<file path="config.mk">
export PLATFORM = sky130hd
export DESIGN_NAME = i2c_wb_sequencer
export DESIGN_NICKNAME = d
export VERILOG_FILES = /design/src/rtl/i2c_seq_pkg.sv /design/src/rtl/i2c_wbm_access.sv /design/src/rtl/i2c_wb_sequencer.sv
export SDC_FILE = /design/constraint.sdc
export NUM_CORES = 1
export LEC_CHECK = 0
export ABC_AREA = 1
export CORE_MARGIN = 2
export CORE_UTILIZATION = 40
export CTS_CLUSTER_DIAMETER = 150
export DETAILED_ROUTE_END_ITERATION = 10
export GPL_TIMING_DRIVEN = 0
export PLACE_DENSITY = 0.61
export SLEW_MARGIN = 20
export SYNTH_ARGS = -nofsm -noshare
export SYNTH_HDL_FRONTEND = slang
export SYNTH_SLANG_ARGS = --single-unit
</file>
<file path="constraint.sdc">
create_clock -name wb_clk_i -period 3.11 [get_ports wb_clk_i]
set_clock_uncertainty 0.05 [all_clocks]
set_input_delay 0.7775 -clock wb_clk_i [delete_from_list [all_inputs] [get_ports wb_clk_i]]
set_output_delay 0.7775 -clock wb_clk_i [all_outputs]
set_load 0.005 [all_outputs]
</file>
<file path="src/rtl/i2c_seq_pkg.sv">
// Shared definitions for the I2C WISHBONE sequencer: controller register map,
// CR/SR bit layout, response codes and the sequencer state enum.
package i2c_seq_pkg;

  localparam logic [2:0] ADR_PRERLO = 3'd0;
  localparam logic [2:0] ADR_PRERHI = 3'd1;
  localparam logic [2:0] ADR_CTR    = 3'd2;
  localparam logic [2:0] ADR_TXR    = 3'd3;
  localparam logic [2:0] ADR_RXR    = 3'd3;
  localparam logic [2:0] ADR_CR     = 3'd4;
  localparam logic [2:0] ADR_SR     = 3'd4;

  localparam logic [7:0] CTR_EN  = 8'h80;
  localparam logic [7:0] CTR_IEN = 8'h40;

  localparam logic [7:0] CR_STA  = 8'h80;
  localparam logic [7:0] CR_STO  = 8'h40;
  localparam logic [7:0] CR_RD   = 8'h20;
  localparam logic [7:0] CR_WR   = 8'h10;
  localparam logic [7:0] CR_ACK  = 8'h08;
  localparam logic [7:0] CR_IACK = 8'h01;

  localparam int SR_RXACK = 7;
  localparam int SR_BUSY  = 6;
  localparam int SR_AL    = 5;
  localparam int SR_TIP   = 1;
  localparam int SR_IF    = 0;

  typedef enum logic [1:0] {
    ERR_OK   = 2'd0,
    ERR_NACK = 2'd1,
    ERR_AL   = 2'd2,
    ERR_BUS  = 2'd3
  } rsp_err_e;

  typedef enum logic [3:0] {
    ST_INIT_PRL,
    ST_INIT_PRH,
    ST_INIT_CTR,
    ST_IDLE,
    ST_TXR,
    ST_CR,
    ST_WAIT,
    ST_READ_SR,
    ST_IACK,
    ST_EVAL,
    ST_STOP,
    ST_RXR,
    ST_DONE
  } seq_state_e;

  // Command for byte step 0..3; step 3 only occurs on reads (NACK'd data byte + STOP).
  function automatic logic [7:0] step_cr(input logic rw, input logic [1:0] step);
    case (step)
      2'd0:    return CR_STA | CR_WR;
      2'd1:    return CR_WR;
      2'd2:    return rw ? (CR_STA | CR_WR) : (CR_STO | CR_WR);
      default: return CR_RD | CR_ACK | CR_STO;
    endcase
  endfunction

endpackage

</file>
<file path="src/rtl/i2c_wbm_access.sv">
// Single WISHBONE master access: launches on start, holds the bus until ack,
// returns a done pulse with captured read data, or an err pulse on ack timeout.
module i2c_wbm_access #(
  parameter int ACK_TIMEOUT = 16
) (
  input  logic       wb_clk_i,
  input  logic       arst_i,
  input  logic       start,
  input  logic [2:0] adr,
  input  logic [7:0] wdat,
  input  logic       we,
  output logic       busy,
  output logic       done,
  output logic       err,
  output logic [7:0] rdata,
  output logic [2:0] wbm_adr_o,
  output logic [7:0] wbm_dat_o,
  input  logic [7:0] wbm_dat_i,
  output logic       wbm_we_o,
  output logic       wbm_stb_o,
  output logic       wbm_cyc_o,
  input  logic       wbm_ack_i
);

  localparam int TW = $clog2(ACK_TIMEOUT + 1);

  logic           stb_reg;
  logic           we_reg;
  logic           done_reg;
  logic           err_reg;
  logic [2:0]     adr_reg;
  logic [7:0]     dat_reg;
  logic [7:0]     rdata_reg;
  logic [TW-1:0]  tmr_reg;

  always_ff @(posedge wb_clk_i or negedge arst_i) begin
    if (!arst_i) begin
      stb_reg   <= 1'b0;
      we_reg    <= 1'b0;
      done_reg  <= 1'b0;
      err_reg   <= 1'b0;
      adr_reg   <= '0;
      dat_reg   <= '0;
      rdata_reg <= '0;
      tmr_reg   <= '0;
    end else begin
      done_reg <= 1'b0;
      err_reg  <= 1'b0;
      if (!stb_reg) begin
        if (start) begin
          stb_reg <= 1'b1;
          adr_reg <= adr;
          dat_reg <= wdat;
          we_reg  <= we;
          tmr_reg <= '0;
        end
      end else if (wbm_ack_i || tmr_reg == TW'(ACK_TIMEOUT - 1)) begin
        // Ack wins if it lands in the last allowed cycle.
        stb_reg  <= 1'b0;
        adr_reg  <= '0;
        dat_reg  <= '0;
        we_reg   <= 1'b0;
        done_reg <= wbm_ack_i;
        err_reg  <= !wbm_ack_i;
        if (wbm_ack_i) rdata_reg <= wbm_dat_i;
      end else begin
        tmr_reg <= tmr_reg + TW'(1);
      end
    end
  end

  assign busy      = stb_reg;
  assign done      = done_reg;
  assign err       = err_reg;
  assign rdata     = rdata_reg;
  assign wbm_adr_o = adr_reg;
  assign wbm_dat_o = dat_reg;
  assign wbm_we_o  = we_reg;
  assign wbm_stb_o = stb_reg;
  assign wbm_cyc_o = stb_reg;

endmodule

</file>
<file path="src/rtl/i2c_wb_sequencer.sv">
// Turns one host register read/write request into the I2C byte-controller access sequence.
// Build option: define I2C_SEQ_IRQ_EN to wait on wbm_inta_i instead of polling SR.TIP.
module i2c_wb_sequencer
  import i2c_seq_pkg::*;
#(
  parameter logic [15:0] PRESCALE    = 16'd99,
  parameter int          ACK_TIMEOUT = 16,
  parameter int          POLL_GAP    = 4
) (
  input  logic       wb_clk_i,
  input  logic       arst_i,
  input  logic       req_valid,
  output logic       req_ready,
  input  logic       req_rw,
  input  logic [6:0] req_dev,
  input  logic [7:0] req_reg,
  input  logic [7:0] req_wdata,
  output logic       rsp_valid,
  output logic [7:0] rsp_rdata,
  output logic [1:0] rsp_err,
  output logic [2:0] wbm_adr_o,
  output logic [7:0] wbm_dat_o,
  input  logic [7:0] wbm_dat_i,
  output logic       wbm_we_o,
  output logic       wbm_stb_o,
  output logic       wbm_cyc_o,
  input  logic       wbm_ack_i,
  input  logic       wbm_inta_i
);

`ifdef I2C_SEQ_IRQ_EN
  localparam logic [7:0] CTR_VALUE = CTR_EN | CTR_IEN;
`else
  localparam logic [7:0] CTR_VALUE = CTR_EN;
`endif

  seq_state_e state_reg, state_next;
  rsp_err_e   err_reg, err_next;
  logic       rw_reg, rw_next;
  logic [6:0] dev_reg, dev_next;
  logic [7:0] ptr_reg, ptr_next;
  logic [7:0] wdata_reg, wdata_next;
  logic [7:0] rdata_reg, rdata_next;
  logic [1:0] step_reg, step_next;
  logic       al_reg, al_next;
  logic       nack_reg, nack_next;
`ifndef I2C_SEQ_IRQ_EN
  logic [7:0] gap_reg, gap_next;
  logic       unused_inta;
  assign unused_inta = wbm_inta_i;
`endif

  logic       acc_req, acc_start, acc_we;
  logic       acc_busy, acc_done, acc_err;
  logic [2:0] acc_adr;
  logic [7:0] acc_wdat, acc_rdata;

  i2c_wbm_access #(.ACK_TIMEOUT(ACK_TIMEOUT)) u_access (
    .wb_clk_i  (wb_clk_i),
    .arst_i    (arst_i),
    .start     (acc_start),
    .adr       (acc_adr),
    .wdat      (acc_wdat),
    .we        (acc_we),
    .busy      (acc_busy),
    .done      (acc_done),
    .err       (acc_err),
    .rdata     (acc_rdata),
    .wbm_adr_o (wbm_adr_o),
    .wbm_dat_o (wbm_dat_o),
    .wbm_dat_i (wbm_dat_i),
    .wbm_we_o  (wbm_we_o),
    .wbm_stb_o (wbm_stb_o),
    .wbm_cyc_o (wbm_cyc_o),
    .wbm_ack_i (wbm_ack_i)
  );

  always_comb begin
    state_next = state_reg;
    err_next   = err_reg;
    rw_next    = rw_reg;
    dev_next   = dev_reg;
    ptr_next   = ptr_reg;
    wdata_next = wdata_reg;
    rdata_next = rdata_reg;
    step_next  = step_reg;
    al_next    = al_reg;
    nack_next  = nack_reg;
`ifndef I2C_SEQ_IRQ_EN
    gap_next   = gap_reg;
`endif
    acc_req    = 1'b0;
    acc_adr    = '0;
    acc_wdat   = '0;
    acc_we     = 1'b0;

    case (state_reg)
      ST_INIT_PRL: begin
        acc_req = 1'b1; acc_adr = ADR_PRERLO; acc_wdat = PRESCALE[7:0]; acc_we = 1'b1;
        if (acc_done) state_next = ST_INIT_PRH;
      end
      ST_INIT_PRH: begin
        acc_req = 1'b1; acc_adr = ADR_PRERHI; acc_wdat = PRESCALE[15:8]; acc_we = 1'b1;
        if (acc_done) state_next = ST_INIT_CTR;
      end
      ST_INIT_CTR: begin
        acc_req = 1'b1; acc_adr = ADR_CTR; acc_wdat = CTR_VALUE; acc_we = 1'b1;
        if (acc_done) state_next = ST_IDLE;
      end
      ST_IDLE: begin
        if (req_valid) begin
          rw_next    = req_rw;
          dev_next   = req_dev;
          ptr_next   = req_reg;
          wdata_next = req_wdata;
          step_next  = 2'd0;
          rdata_next = '0;
          err_next   = ERR_OK;
          state_next = ST_TXR;
        end
      end
      ST_TXR: begin
        acc_req = 1'b1; acc_adr = ADR_TXR; acc_we = 1'b1;
        case (step_reg)
          2'd0:    acc_wdat = {dev_reg, 1'b0};
          2'd1:    acc_wdat = ptr_reg;
          default: acc_wdat = rw_reg ? {dev_reg, 1'b1} : wdata_reg;
        endcase
        if (acc_done) state_next = ST_CR;
      end
      ST_CR: begin
        acc_req = 1'b1; acc_adr = ADR_CR; acc_wdat = step_cr(rw_reg, step_reg); acc_we = 1'b1;
        if (acc_done) begin
          state_next = ST_WAIT;
`ifndef I2C_SEQ_IRQ_EN
          gap_next   = '0;
`endif
        end
      end
      ST_WAIT: begin
`ifdef I2C_SEQ_IRQ_EN
        if (wbm_inta_i) state_next = ST_READ_SR;
`else
        if (gap_reg == 8'(POLL_GAP - 1)) state_next = ST_READ_SR;
        else                             gap_next   = gap_reg + 8'd1;
`endif
      end
      ST_READ_SR: begin
        acc_req = 1'b1; acc_adr = ADR_SR;
        if (acc_done) begin
          al_next   = acc_rdata[SR_AL];
          nack_next = acc_rdata[SR_RXACK];
`ifdef I2C_SEQ_IRQ_EN
          state_next = ST_IACK;
`else
          if (acc_rdata[SR_TIP]) begin
            state_next = ST_WAIT;
            gap_next   = '0;
          end else begin
            state_next = ST_EVAL;
          end
`endif
        end
      end
      ST_IACK: begin
        acc_req = 1'b1; acc_adr = ADR_CR; acc_wdat = CR_IACK; acc_we = 1'b1;
        if (acc_done) state_next = ST_EVAL;
      end
      ST_EVAL: begin
        // Arbitration loss leaves the bus to the winner, so no STOP is issued.
        if (rw_reg && step_reg == 2'd3) begin
          state_next = ST_RXR;
        end else if (al_reg) begin
          err_next   = ERR_AL;
          state_next = ST_DONE;
        end else if (nack_reg) begin
          state_next = ST_STOP;
        end else if (!rw_reg && step_reg == 2'd2) begin
          state_next = ST_DONE;
        end else begin
          step_next  = step_reg + 2'd1;
          state_next = (rw_reg && step_reg == 2'd2) ? ST_CR : ST_TXR;
        end
      end
      ST_STOP: begin
        acc_req = 1'b1; acc_adr = ADR_CR; acc_wdat = CR_STO; acc_we = 1'b1;
        if (acc_done) begin
          err_next   = ERR_NACK;
          state_next = ST_DONE;
        end
      end
      ST_RXR: begin
        acc_req = 1'b1; acc_adr = ADR_RXR;
        if (acc_done) begin
          rdata_next = acc_rdata;
          state_next = ST_DONE;
        end
      end
      ST_DONE: state_next = ST_IDLE;
      default: state_next = ST_INIT_PRL;
    endcase

    if (acc_err) begin
      if (state_reg == ST_INIT_PRL || state_reg == ST_INIT_PRH || state_reg == ST_INIT_CTR) begin
        state_next = ST_INIT_PRL;
      end else begin
        err_next   = ERR_BUS;
        state_next = ST_DONE;
      end
    end

    // Suppressed on the done/err cycle so the finished access is not relaunched.
    acc_start = acc_req && !acc_busy && !acc_done && !acc_err;
  end

  always_ff @(posedge wb_clk_i or negedge arst_i) begin
    if (!arst_i) begin
      state_reg <= ST_INIT_PRL;
      err_reg   <= ERR_OK;
      rw_reg    <= 1'b0;
      dev_reg   <= '0;
      ptr_reg   <= '0;
      wdata_reg <= '0;
      rdata_reg <= '0;
      step_reg  <= '0;
      al_reg    <= 1'b0;
      nack_reg  <= 1'b0;
`ifndef I2C_SEQ_IRQ_EN
      gap_reg   <= '0;
`endif
    end else begin
      state_reg <= state_next;
      err_reg   <= err_next;
      rw_reg    <= rw_next;
      dev_reg   <= dev_next;
      ptr_reg   <= ptr_next;
      wdata_reg <= wdata_next;
      rdata_reg <= rdata_next;
      step_reg  <= step_next;
      al_reg    <= al_next;
      nack_reg  <= nack_next;
`ifndef I2C_SEQ_IRQ_EN
      gap_reg   <= gap_next;
`endif
    end
  end

  assign req_ready = (state_reg == ST_IDLE);
  assign rsp_valid = (state_reg == ST_DONE);
  assign rsp_rdata = rsp_valid ? rdata_reg : 8'h00;
  assign rsp_err   = rsp_valid ? err_reg : ERR_OK;

endmodule

</file>
==> flow_summary.toml, run 1 <==
[die]
design.portCount = 63
rows = 36
initial_standard_cell_utilization_of_the_core = 0.416
die_w_um = 105
dieArea_um2 = 11100
core_box_area_um2 = 9860
die_h_um = 105

[run]
cap_viol_max_count = 0

[yosys]
synth-edff-count = 0
syn_avg_cell_area_um2 = 7.67
synth_warnings = 0
synth_top_flop_cell = "sky130_fd_sc_hd__dfrtp_1"
synth_nets = 580
yosysSeqAreaShare = 0.476
synth.ff_latch_count = 78
synthArstFlopShare = 1.00
post_synth_and_or_nand_nor_area_fraction = 0.297
synth.area.mux_share = 0.0247
cell_area_synth_um2 = 4100
share_of_the_synthesized_area_in_compound_gates_ao_oa_aoi_oai = 0.0921
synthCells = 535
ys_types = 33
synthXorXnorAreaFrac = 0.00854
main_combinational_cell_family_by_area_after_synthesis = "simple AND/OR/NAND/NOR gates"
post_synth_fa_ha_maj_area_fraction = 0.0244

[global_routing]
grt_util_all_layers = 0.183
grt_pass1_wl_um = 16300
grt_pass1_vias = 3452
antenna_found_initial = 0
grt-ovfl-total = 0
grt_start_max_net_pins = 41

[timing]
setup_viol_count_final = 0
setup_repair_after_global_routing_missed_its_margin = "false"
max_slew_headroom = 0.657
period_needed_ns = 2.94
min_period_over_period = 0.945
fmax_mhz = 340
final-hold-violation-count = 0
final_slew_violations = 0
worst_slew_pin_tran_ns = 0.509

[worst_setup_path]
path_max_fanout = 10
critical_path.reg2reg.endpoint = "u_access.wbm_dat_o[3]"
critical_path.reg2reg.startpoint = "u_access.tmr_reg[0]"
r2r_cells = 8
worst_ep_required_time_ns = 2.28
reg2reg_slack_ns = 0.99
worstSetupStartpoint = "state_reg[1]"
timing.critical_path.arrival_ns = 2.11
setup.worst_path.start_class = "flop"
crit_type = "reg -> out"
worst_setup_path_end_kind = "output pin"

[detailed_routing]
vias_per_cell = 4.83
postRouteAntennaNets = 0
remaining_drc_errors = 0
via_count = 3596
number_of_detailed_routing_iterations_run_before_antenna_repair = 5
initialDrtViolationCount = 258
routed_wirelength_um = 9600
average_detailed_routed_wire_length_per_instance_um = 12.9

[clock_network]
cts_max_path_buffers = 2
clock_tree.root_cell = "sky130_fd_sc_hd__clkbuf_8"
clkSinkCount = 78
cts_hold_buf = 0
postCtsSetupRepairBufs = 0
insertion_delay_ns = 0.35
cts_made_buffers = 9
tritoncts_clock_tree = "done"
worst_setup_hold_path_clk_slew_ns = 0.08
cts-htree-levels = 3

[final_layout]
drive_gt1_frac = 0.0784
layoutNonFillerInstCount = 745
antennaDiodeCount = 0
number_of_fill_cells = 995
synthesis_to_layout_area_growth_pct = 25.3
finalNetCount = 653
finish.instance_area_um2 = 5140
layout_utilization = 0.521

[place]
dpl.hpwl_um = 7280
dp.cells = 730
place_congestion = 0.895
port-buffer-count = 61
post_dp_cell_area_um2 = 4900

[power_and_ir_drop]
cellLeakagePower_nw = 2.52
powerDensity_nw_per_um2 = 859
post-layout-total-power_mw = 4.42
max-vdd-ir-drop_v = 0.000319

[hold_path]
worst_hold_path_type = "in -> async"

[outcome]
status = "finished, final reports clean"
cell usage after synthesis (2+ instances only):
cell                       count  share of area
sky130_fd_sc_hd__buf_2         2         0.0024
sky130_fd_sc_hd__nor2_2        4         0.0061
sky130_fd_sc_hd__ha_1          8          0.024
sky130_fd_sc_hd__nand3b_1      2         0.0037
sky130_fd_sc_hd__a21oi_1      26          0.032
sky130_fd_sc_hd__inv_2         8         0.0073
sky130_fd_sc_hd__nor2_1       61          0.056
sky130_fd_sc_hd__nand4_1       5         0.0076
sky130_fd_sc_hd__dfrtp_1      78           0.48
sky130_fd_sc_hd__o21ai_0      19          0.023
sky130_fd_sc_hd__nand2_1     153           0.14
sky130_fd_sc_hd__buf_4         6          0.011
sky130_fd_sc_hd__clkbuf_1      5         0.0046
sky130_fd_sc_hd__xor2_1        3         0.0064
sky130_fd_sc_hd__nor2_4        2         0.0055
sky130_fd_sc_hd__o21ai_1      20          0.024
sky130_fd_sc_hd__inv_1        53          0.048
sky130_fd_sc_hd__o211ai_1      3         0.0055
sky130_fd_sc_hd__nor3_1        2         0.0024
sky130_fd_sc_hd__mux2_1        9          0.025
sky130_fd_sc_hd__nand2_2       5         0.0076
sky130_fd_sc_hd__nand3_1      50          0.061
worst max-delay path, stage by stage, from the launching register on:
cell and delay, ns:
sky130_fd_sc_hd__dfrtp_1 0.37, sky130_fd_sc_hd__buf_4 0.17, sky130_fd_sc_hd__nor2_4 0.18, sky130_fd_sc_hd__nand2_1 0.15
sky130_fd_sc_hd__clkbuf_2 0.24, sky130_fd_sc_hd__nor2_1 0.14, sky130_fd_sc_hd__clkdlybuf4s50_1 0.52
metal layers:
| layer | vias to the layer above | GRT usage | wire (um) |
|---|---|---|---|
| met4 | 0 | 0.0743 | 152 |
| li1 | 1852 | - | - |
| met1 | 1647 | 0.270 | 4920 |
| met3 | 10 | 0.0284 | 441 |
| met5 | - | 0 | 0 |
| met2 | 87 | 0.266 | 4090 |
cell usage in the layout (no fill, tap or decap):
cell,n
sky130_fd_sc_hd__o21ai_2,1
sky130_fd_sc_hd__clkbuf_1,5
sky130_fd_sc_hd__clkinv_2,1
sky130_fd_sc_hd__a21oi_1,26
sky130_fd_sc_hd__or2_1,1
sky130_fd_sc_hd__nor2_4,3
sky130_fd_sc_hd__clkdlybuf4s50_1,60
sky130_fd_sc_hd__nand2_1,153
sky130_fd_sc_hd__mux2_1,9
sky130_fd_sc_hd__dfrtp_1,78
sky130_fd_sc_hd__buf_12,1
sky130_fd_sc_hd__nor2_2,3
sky130_fd_sc_hd__nand2_2,5
sky130_fd_sc_hd__buf_2,2
sky130_fd_sc_hd__clkbuf_8,10
sky130_fd_sc_hd__nor3_1,2
sky130_fd_sc_hd__nand3b_1,2
sky130_fd_sc_hd__nor2_1,61
sky130_fd_sc_hd__inv_2,8
sky130_fd_sc_hd__o21ai_1,20
sky130_fd_sc_hd__bufinv_16,3
sky130_fd_sc_hd__xor2_1,3
sky130_fd_sc_hd__a31oi_1,1
sky130_fd_sc_hd__o21ai_0,19
sky130_fd_sc_hd__nand4_1,5
sky130_fd_sc_hd__clkinv_1,1
sky130_fd_sc_hd__inv_1,53
sky130_fd_sc_hd__buf_4,7
sky130_fd_sc_hd__xnor2_1,1
sky130_fd_sc_hd__o22ai_1,1
sky130_fd_sc_hd__o211ai_1,3
sky130_fd_sc_hd__o221ai_1,1
sky130_fd_sc_hd__nor3b_1,1
sky130_fd_sc_hd__buf_6,1
sky130_fd_sc_hd__clkbuf_2,1
sky130_fd_sc_hd__ha_1,8
sky130_fd_sc_hd__or2_2,1
sky130_fd_sc_hd__nand3_1,50
sky130_fd_sc_hd__nand2_4,1
what timing repair did:
item	4_1_cts	5_1_grt
setup endpoints to repair	9	10
gates resized for setup	1	2
endpoints found under the hold margin	0	0
where the power goes:
group	total (mW)	internal, mW	switching (mW)
Combinational	1.92	0.731	1.19
Sequential	1.58	1.36	0.222
Clock	0.914	0.550	0.364
Total	4.42	2.64	1.78
area by class of cell:
type / count / area (um2) / area share
clock inverters: 4 / 95.1 / 0.0185
multi-input cells: 381 / 1840 / 0.358
plain buffers: 14 / 86.3 / 0.0168
clock buffers: 11 / 141 / 0.0275
well taps: 133 / 166 / 0.0324
inverters: 62 / 233 / 0.0453
repair buffers: 62 / 628 / 0.122
flip-flops and latches: 78 / 1950 / 0.380
metrics by stage:
stage	hold slack (ns)	TNS, ns	worst slack (ns)
after floorplan	0.400	0	1.15
final	0.331	0	0.171
after global routing	0.365	0	0.0114
after detailed placement	0.420	0	0.366
after CTS	0.343	0	0.0696
after global placement	0.413	-123.23	-1.58
worst max-delay path by stage:
stage	end	cells past startpoint
final	rsp_err[0]	6
after global routing	rsp_err[0]	6
after CTS	rsp_err[0]	6
after detailed placement	rsp_rdata[3]	6
after global placement	rdata_reg[6]	1
after floorplan	rsp_err[0]	5
logic make-up (layout without fill, tap and decap cells):
| kind of cell | Yosys count | count (layout) |
|---|---|---|
| flip-flops | 78 | 78 |
| multiplexers | 9 | 9 |
| XOR/XNOR | 4 | 4 |
| AO/OA/AOI/OAI | 72 | 72 |
| buffers and inverters | 76 | 153 |
| adder cells (fa/ha/maj) | 8 | 8 |
| AND/OR/NAND/NOR | 288 | 288 |
Note: power is estimated with default switching activity, not from simulation.
==> inputs of run 2 (changes only) <==
- CELL_PAD_IN_SITES_DETAIL_PLACEMENT: unset -> 0
- CELL_PAD_IN_SITES_GLOBAL_PLACEMENT: unset -> 1
- PLACE_DENSITY: 0.61 -> 0.8
==> run 2 against run 1 <==
Net effect:
- sequential cell count is the same
- via count shrank 0.33%
- first-iteration DRC count shrank 20%
- worst hold slack lost 0.030 ns
- core utilization shrank 0.57 points
- sequential share of layout area grew 0.42 points
- count of clock-buffer cells in the layout shrank 1
- combinational power is essentially flat
- register-to-register slack lost 0.03 ns
- worst setup slack lost 0.024 ns
- final area shrank 1.1%
- wire length shrank 0.43%
==> flow_summary.toml, run 2 (synthesis results as in run 1) <==
[clock_network]
cts-htree-levels = 3
clkSinkCount = 78
postCtsSetupRepairBufs = 0
cts_hold_buf = 0
tritoncts_clock_tree = "done"
cts_made_buffers = 9
clock_tree.root_cell = "sky130_fd_sc_hd__clkbuf_8"
worst_setup_hold_path_clk_slew_ns = 0.09
cts_max_path_buffers = 2
insertion_delay_ns = 0.35

[worst_setup_path]
critPathSlowestCell = "sky130_fd_sc_hd__clkdlybuf4s50_1"
worstPathBufferInverterCount = 3
timing.critical_path.arrival_ns = 2.13
path_cells = "buf_4 > nor2_4 > nand2_1 > buf_2 > nor2_1 > clkdlybuf4s50_1"
setup.worst_path.start_class = "flop"
crit_type = "reg -> out"
slowest_delay_ns = 0.52
reg2reg_slack_ns = 0.96
critical_path.reg2reg.startpoint = "step_reg[1]"
path_max_fanout = 10
worst_ep_required_time_ns = 2.28
cp_top_family = "buffers and inverters"
critical_path.reg2reg.endpoint = "u_access.wbm_dat_o[0]"
r2r_cells = 10
worst_setup_path_end_kind = "output pin"

[power_and_ir_drop]
powerDensity_nw_per_um2 = 823
max-vdd-ir-drop_v = 0.000349
cellLeakagePower_nw = 2.49

[die]
core_box_area_um2 = 9860
dieArea_um2 = 11100
die_w_um = 105
rows = 36
initial_standard_cell_utilization_of_the_core = 0.416
design.portCount = 63
die_h_um = 105

[final_layout]
finalNetCount = 653
drive_gt1_frac = 0.0801
synthesis_to_layout_area_growth_pct = 23.9
final_common_cell = "sky130_fd_sc_hd__nand2_1"
antennaDiodeCount = 0
layout.cells.most_common_list = "153 x sky130_fd_sc_hd__nand2_1, 78 x sky130_fd_sc_hd__dfrtp_1, 61 x sky130_fd_sc_hd__nor2_1"

[place]
dpl.hpwl_um = 7370
port-buffer-count = 61
pre_cts_slack_ns = 0.336
place_congestion = 0.880

[outcome]
status = "finished, final reports clean"

[timing]
tns_ns = 0
final_slew_violations = 0
final-hold-violation-count = 0
fmax_mhz = 338
worst_slack_ns = 0.148
period_needed_ns = 2.96
setup_viol_count_final = 0
fin_hold_ws_ns = 0.301
setup_repair_after_global_routing_missed_its_margin = "false"
min_period_over_period = 0.952
max_slew_headroom = 0.635
worst_slew_pin_tran_ns = 0.546

[detailed_routing]
number_of_detailed_routing_iterations_run_before_antenna_repair = 4
postRouteAntennaNets = 0
remaining_drc_errors = 0
vias_per_cell = 4.81
routed_wirelength_um = 9560
average_detailed_routed_wire_length_per_instance_um = 12.8
initialDrtViolationCount = 207
via_count = 3584

[global_routing]
grt_pass1_vias = 3573
antenna_found_initial = 0
grt_util_all_layers = 0.187
grt-ovfl-total = 0
grt_pass1_wl_um = 16800
grt_start_max_net_pins = 48

[run]
cap_viol_max_count = 0

[hold_path]
worst_hold_path_type = "in -> async"
[run 2: layer usage]
metal / global-route usage / part of all wire / up-vias
met1: 0.267 / 0.52 / 1649
li1: - / - / 1846
met3: 0.0297 / 0.035 / 12
met4: 0.0600 / 0.014 / 0
met2: 0.291 / 0.43 / 77
met5: 0 / 0 / -
[run 2: report_power, final]
part / leakage [nW] / switching (mW) / total (mW) / internal [mW]
Combinational: 1.41 / 1.20 / 1.93 / 0.732
Clock: 0.0885 / 0.371 / 0.679 / 0.308
Sequential: 0.986 / 0.218 / 1.57 / 1.36
[run 2: repair_timing]
| action | 4_1_cts | 5_1_grt |
|---|---|---|
| hold endpoints to repair | 0 | 0 |
| endpoints found under the setup margin | 9 | 9 |
| resized for setup | 1 | 3 |
[run 2: worst max path at each step]
stage / cells past startpoint / end / startpoint
finish: 6 / rsp_err[0] / state_reg[0]
global route: 6 / rsp_err[0] / state_reg[0]
CTS: 6 / rsp_err[0] / state_reg[0]
detailed placement: 6 / rsp_err[0] / state_reg[0]
global placement: 1 / rdata_reg[2] / arst_i
floorplan: 5 / rsp_err[0] / state_reg[0]
[run 2: cell type report]
class	count	area, um2
plain buffers	14	86.3
clock buffers	10	138
clock inverters	5	35.0
fillers	946	4780
inverters	62	233
multi-input cells	381	1840
flip-flops and latches	78	1950
well taps	133	166
repair buffers	62	636
[run 2: worst register-to-register path, stage by stage (launching register included)]
cell and delay, ns:
sky130_fd_sc_hd__dfrtp_1 0.42, sky130_fd_sc_hd__inv_1 0.08, sky130_fd_sc_hd__ha_1 0.17, sky130_fd_sc_hd__clkbuf_1 0.22, sky130_fd_sc_hd__nor2_1 0.50, sky130_fd_sc_hd__o21ai_0 0.19, sky130_fd_sc_hd__o21ai_0 0.13, sky130_fd_sc_hd__nand2_1 0.07
sky130_fd_sc_hd__a21oi_1 0.13, sky130_fd_sc_hd__nand2_1 0.07, sky130_fd_sc_hd__nand2_1 0.05
[run 2: metrics by stage]
step	util	instance area [um2]	std cells	total power, mW
after CTS	0.515	5080	745	4.22
after detailed placement	0.497	4910	730	3.52
after global placement	0.495	4880	729	3.50
final	0.515	5080	745	4.18
after global routing	0.515	5080	745	4.57
after floorplan	-	4100	535	2.89
==> inputs of run 3 (changes only) <==
- CTS_CLUSTER_SIZE: unset -> 8
==> results of run 3 <==
The final DEF is identical to that of run 2; final timing and power are the same.
